## config.mk

```make
export PLATFORM = sky130hd
export DESIGN_NAME = apb_cmd_master
export DESIGN_NICKNAME = d
export VERILOG_FILES = /design/src/rtl/apb_cmd_master.sv
export SDC_FILE = /design/constraint.sdc
export NUM_CORES = 1
export LEC_CHECK = 0
export CELL_PAD_IN_SITES_DETAIL_PLACEMENT = 1
export CELL_PAD_IN_SITES_GLOBAL_PLACEMENT = 2
export CORE_MARGIN = 3
export CORE_UTILIZATION = 27
export DETAILED_ROUTE_END_ITERATION = 12
export GPL_TIMING_DRIVEN = 0
export HOLD_SLACK_MARGIN = 0.05
export PLACE_DENSITY_LB_ADDON = 0.1
export SLEW_MARGIN = 25
export SYNTH_ARGS = -nofsm -noshare
export SYNTH_HDL_FRONTEND = slang
export SYNTH_SLANG_ARGS = --single-unit
```

## constraint.sdc

```tcl
create_clock -name pclk -period 1.86 [get_ports pclk]
set_clock_uncertainty 0.05 [all_clocks]
set_input_delay 0.372 -clock pclk [delete_from_list [all_inputs] [get_ports pclk]]
set_output_delay 0.372 -clock pclk [all_outputs]
set_load 0.1 [all_outputs]
```

## src/rtl/apb_cmd_master.sv

```systemverilog
// APB requester: converts a valid/ready command stream into APB SETUP/ACCESS
// transfers, returns one response per command on a valid/ready channel, and
// aborts transfers to a slave that never raises PREADY.
module apb_cmd_master #(
    parameter int ADDR_W  = 8,
    parameter int DATA_W  = 8,
    parameter int TIMEOUT = 16
) (
    input  logic              pclk,
    input  logic              preset_n,
    // command channel
    input  logic              cmd_valid,
    output logic              cmd_ready,
    input  logic              cmd_write,
    input  logic [ADDR_W-1:0] cmd_addr,
    input  logic [DATA_W-1:0] cmd_wdata,
    // response channel
    output logic              rsp_valid,
    input  logic              rsp_ready,
    output logic [DATA_W-1:0] rsp_rdata,
    output logic              rsp_err,
    output logic              rsp_timeout,
    // APB requester side
    output logic              psel,
    output logic              penable,
    output logic              pwrite,
    output logic [ADDR_W-1:0] paddr,
    output logic [DATA_W-1:0] pwdata,
    input  logic [DATA_W-1:0] prdata,
    input  logic              pready,
    input  logic              pslverr
);

    localparam logic [1:0] ST_IDLE   = 2'd0;
    localparam logic [1:0] ST_SETUP  = 2'd1;
    localparam logic [1:0] ST_ACCESS = 2'd2;
    localparam logic [1:0] ST_RESP   = 2'd3;

    // Watchdog counts completed wait cycles 0..TIMEOUT-1; TIMEOUT=0 disables it.
    localparam int               CNT_W    = (TIMEOUT > 1) ? $clog2(TIMEOUT) : 1;
    localparam logic [CNT_W-1:0] CNT_LAST = (TIMEOUT > 0) ? CNT_W'(TIMEOUT - 1) : '0;
    localparam bit               WDOG_EN  = (TIMEOUT > 0);

    logic [1:0]        state_q, state_d;
    logic [CNT_W-1:0]  cnt_q, cnt_d;
    logic              psel_q, psel_d;
    logic              penable_q, penable_d;
    logic              pwrite_q, pwrite_d;
    logic [ADDR_W-1:0] paddr_q, paddr_d;
    logic [DATA_W-1:0] pwdata_q, pwdata_d;
    logic              rsp_valid_q, rsp_valid_d;
    logic [DATA_W-1:0] rsp_rdata_q, rsp_rdata_d;
    logic              rsp_err_q, rsp_err_d;
    logic              rsp_timeout_q, rsp_timeout_d;

    logic wdog_expire;

    // The current wait cycle is the TIMEOUT-th one without PREADY.
    assign wdog_expire = WDOG_EN && (cnt_q == CNT_LAST);

    // Next-state logic for the command -> SETUP -> ACCESS -> response sequence
    always_comb begin
        // NOTE: every _d defaults to its _q so no path through the case infers a latch.
        state_d       = state_q;
        cnt_d         = cnt_q;
        psel_d        = psel_q;
        penable_d     = penable_q;
        pwrite_d      = pwrite_q;
        paddr_d       = paddr_q;
        pwdata_d      = pwdata_q;
        rsp_valid_d   = rsp_valid_q;
        rsp_rdata_d   = rsp_rdata_q;
        rsp_err_d     = rsp_err_q;
        rsp_timeout_d = rsp_timeout_q;

        case (state_q)
            ST_IDLE: begin
                if (cmd_valid) begin
                    pwrite_d = cmd_write;
                    paddr_d  = cmd_addr;
                    pwdata_d = cmd_wdata;
                    psel_d   = 1'b1;
                    state_d  = ST_SETUP;
                end
            end
            ST_SETUP: begin
                penable_d = 1'b1;
                cnt_d     = '0;
                state_d   = ST_ACCESS;
            end
            ST_ACCESS: begin
                if (pready) begin
                    // Normal completion; PREADY wins over a simultaneous expiry.
                    psel_d        = 1'b0;
                    penable_d     = 1'b0;
                    rsp_valid_d   = 1'b1;
                    rsp_rdata_d   = pwrite_q ? '0 : prdata;
                    rsp_err_d     = pslverr;
                    rsp_timeout_d = 1'b0;
                    state_d       = ST_RESP;
                end else if (wdog_expire) begin
                    psel_d        = 1'b0;
                    penable_d     = 1'b0;
                    rsp_valid_d   = 1'b1;
                    rsp_rdata_d   = '0;
                    rsp_err_d     = 1'b1;
                    rsp_timeout_d = 1'b1;
                    state_d       = ST_RESP;
                end else begin
                    cnt_d = cnt_q + CNT_W'(1);
                end
            end
            ST_RESP: begin
                if (rsp_ready) begin
                    rsp_valid_d = 1'b0;
                    state_d     = ST_IDLE;
                end
            end
            default: state_d = ST_IDLE;
        endcase
    end

    // State and output registers; reset drops the bus and discards any response
    always_ff @(posedge pclk or negedge preset_n) begin
        if (!preset_n) begin
            state_q       <= ST_IDLE;
            cnt_q         <= '0;
            psel_q        <= 1'b0;
            penable_q     <= 1'b0;
            pwrite_q      <= 1'b0;
            paddr_q       <= '0;
            pwdata_q      <= '0;
            rsp_valid_q   <= 1'b0;
            rsp_rdata_q   <= '0;
            rsp_err_q     <= 1'b0;
            rsp_timeout_q <= 1'b0;
        end else begin
            // NOTE: non-blocking updates so every register samples pre-edge values.
            state_q       <= state_d;
            cnt_q         <= cnt_d;
            psel_q        <= psel_d;
            penable_q     <= penable_d;
            pwrite_q      <= pwrite_d;
            paddr_q       <= paddr_d;
            pwdata_q      <= pwdata_d;
            rsp_valid_q   <= rsp_valid_d;
            rsp_rdata_q   <= rsp_rdata_d;
            rsp_err_q     <= rsp_err_d;
            rsp_timeout_q <= rsp_timeout_d;
        end
    end

    assign cmd_ready   = (state_q == ST_IDLE);
    assign psel        = psel_q;
    assign penable     = penable_q;
    assign pwrite      = pwrite_q;
    assign paddr       = paddr_q;
    assign pwdata      = pwdata_q;
    assign rsp_valid   = rsp_valid_q;
    assign rsp_rdata   = rsp_rdata_q;
    assign rsp_err     = rsp_err_q;
    assign rsp_timeout = rsp_timeout_q;

endmodule

```

==> impl_metrics.env <==
export IMPL_ant_nets=0
export IMPL_dieWidth_um=81.3
export IMPL_synthMuxAreaShare_pct=13.5
export IMPL_setup_viol=0
export IMPL_grtUsageTotal_pct=13.5
export IMPL_die_area_mm2=0.00661
export IMPL_hpwlAfterDp_um=3100
export IMPL_yosysWarnings=0
export IMPL_drcViolationCount=0
export IMPL_hold_violations=0
export IMPL_multi_input_area_um2=612
export IMPL_num_rows=26
export IMPL_drv_cap=0
export IMPL_place_congestion=0.702
export IMPL_arrival_ns=1.30
export IMPL_grt_first_pass_wirelength_um=6700
export IMPL_nFillCells=544
export IMPL_cp_max_fo=4
export IMPL_synth_seq_cells=36
export IMPL_post_route_min_period_ns=1.73
export IMPL_cts_sinks=36
export IMPL_antenna_cells=0
export IMPL_firstDrtPassIters=4
export IMPL_port_buffers=61
export IMPL_synthToLayoutAreaGrowth_pct=56.4
export IMPL_fin_util_pct=45.2
export IMPL_seqCellArea_um2=901
export IMPL_synth_compound_area_share_pct=13.1
export IMPL_cts_max_path_buffers=2
export IMPL_relSlewSlack_pct=62.7
export IMPL_crit_type="reg2out"
export IMPL_dpl_cell_area_mm2=0.00226
export IMPL_antenna_found_initial=0
export IMPL_die_y_um=81.3
export IMPL_vias=1201
export IMPL_io_pins=62
export IMPL_worst_pin_slew_ns=0.562
export IMPL_synth_xor_area_share_pct=0.572
export IMPL_synth_top_family_by_area="multiplexers"
export IMPL_cp_data_required_time_ns=1.44
export IMPL_post_synth_cell_area_avg_um2=13.1
export IMPL_yosys_area_share_simple_pct=6.94
export IMPL_cts_setup_buffers=0
export IMPL_layout_drive_gt1_share_pct=35.1
export IMPL_fmax_ghz=0.579
export IMPL_clk_latency_ns=0.28
export IMPL_initialDrtViolationCount=26
export IMPL_grt_setup_unrepaired="no"
export IMPL_period_share_pct=92.8
export IMPL_synth_distinct_cells=28
export IMPL_cts_tree="yes"
export IMPL_syn_nets=154
export IMPL_initial_core_util_pct=28.9
export IMPL_root_buffer="clkbuf_8"
export IMPL_grt_max_degree=30
export IMPL_netlist_area_mm2=0.00153
export IMPL_drt_wl_total_um=4090
export IMPL_cp_end_kind="output pin"
export IMPL_start_kind="flop"
export IMPL_netlist_instances=117
export IMPL_core_region_area_mm2=0.00530
export IMPL_nets=224
export IMPL_cts_htree_levels=2
export IMPL_synth_fa_ha_area_share_pct=4.90
export IMPL_setup_tns_ns=0
export IMPL_wl_per_cell_um=15.8
export IMPL_grt_ovfl_total=0
export IMPL_cts_buffers=5
export IMPL_avgViaCountPerCell=4.66
export IMPL_drv_slew=0
export IMPL_grt_pass1_vias=1385
export IMPL_hold_class="in2async"
export IMPL_synth_seq_area_share_pct=58.8
export IMPL_design_area_mm2=0.00239
export IMPL_cts_clk_slew_worst_paths_ns=0.07
export IMPL_status="complete, no violations"
==> synthesized netlist by cell type <==
cell type	count	share of area (%)
nand2b_1	2	0.82
nand4b_1	1	0.57
o211ai_2	1	0.82
mux2_2	17	12
and4b_1	1	0.65
nand2_1	7	1.7
o311ai_0	1	0.57
o22ai_1	2	0.82
nor2b_1	1	0.41
a21boi_0	1	0.49
a311oi_1	1	0.57
inv_1	5	1.2
nor2_1	7	1.7
dfrtp_1	36	59
a32oi_1	1	0.57
mux2_4	1	0.98
ha_1	6	4.9
nand3_1	2	0.65
a31oi_1	4	1.6
xnor2_1	1	0.57
a21oi_1	3	0.98
buf_2	2	0.65
nand2_2	1	0.41
clkbuf_2	1	0.33
a41oi_1	1	0.57
a31o_2	1	0.57
o21ai_0	1	0.33
a22o_1	9	5.1
==> timing repair <==
| action | CTS | global route |
|---|---|---|
| setup endpoints to repair | 31 | 9 |
| hold buffers | 1 | 0 |
| endpoints found under the hold margin | 7 | 0 |
| pin swaps | 0 | 0 |
| gates resized for setup | 96 | 2 |
==> metal layers <==
layer	vias to the layer above	track usage [%]	wire length, um
li1	560	-	-
met1	591	15.3	1720
met2	46	23.5	2030
met3	4	4.66	295
met4	0	4.56	48
met5	-	0	0
==> flip-flops by register name, indices dropped and copies added, names as in the netlist <==
name / cells
pwrite: 1
rsp_err: 1
rsp_valid: 1
rsp_timeout: 1
rsp_rdata: 8
penable: 1
psel: 1
cnt_q: 4
state_q: 2
paddr: 8
pwdata: 8
==> cell families (layout without fill, tap and decap cells) <==
| family | count (synthesis) | count (layout) |
|---|---|---|
| flops | 36 | 36 |
| compound gates | 26 | 26 |
| simple gates | 22 | 22 |
| mux | 18 | 18 |
| buf+inv | 8 | 79 |
| fa+ha+maj | 6 | 6 |
| xor+xnor | 1 | 1 |
==> final timing paths <==
path,endpoint,slack [ns],start,depth (start not counted)
worst max-delay path,cmd_ready,0.13,state_q[1],3
worst min-delay path,state_q[0],0.44,preset_n,2
worst max register to register,state_q[1],0.15,state_q[0],6
worst min register to register,rsp_rdata[7],0.46,rsp_rdata[7],1
max in group asynchronous,pwdata[1],0.90,preset_n,3
min in group pclk,rsp_rdata[7],0.46,rsp_rdata[7],1
==> critical path, stage by stage (launching register included) <==
cell     delay [ns]
dfrtp_1        0.42
inv_1          0.15
ha_4           0.17
buf_4          0.29
==> cells in the final DEF, fill, tap and decap left out, drive strengths merged <==
| master | n |
|---|---|
| dfrtp | 36 |
| clkdlybuf4s15 | 30 |
| clkdlybuf4s50 | 29 |
| mux2 | 18 |
| a22o | 9 |
| clkbuf | 9 |
| nand2 | 8 |
| nor2 | 7 |
| ha | 6 |
| inv | 5 |
| buf | 5 |
| a31oi | 4 |
| a21oi | 3 |
| nand2b | 2 |
| nand3 | 2 |
| o22ai | 2 |
| a31o | 1 |
| o211ai | 1 |
| a21boi | 1 |
| nand4b | 1 |
| a32oi | 1 |
| o21ai | 1 |
| and4b | 1 |
| nor2b | 1 |
| a311oi | 1 |
| xnor2 | 1 |
| o311ai | 1 |
| a41oi | 1 |
| dlygate4sd3 | 1 |
==> metrics by stage <==
stage	instances	hold slack, ns	setup WS (ns)
floorplan	117	0.0264	0.146
global placement	248	0.433	-0.483
detailed placement	249	0.194	-0.434
CTS	258	0.425	0.0281
global route	258	0.451	0.0342
finish	258	0.439	0.134
==> layout make-up <==
type / instances / area share (%)
clock buffers: 8 / 3.76
well taps: 70 / 3.66
inverters: 5 / 0.784
flip-flops and latches: 36 / 37.6
multi-input cells: 73 / 25.5
plain buffers: 3 / 0.627
repair buffers: 63 / 28.0
Power is not shown: default switching activity piles up to over one toggle a cycle in this logic, so the estimate is an artifact.
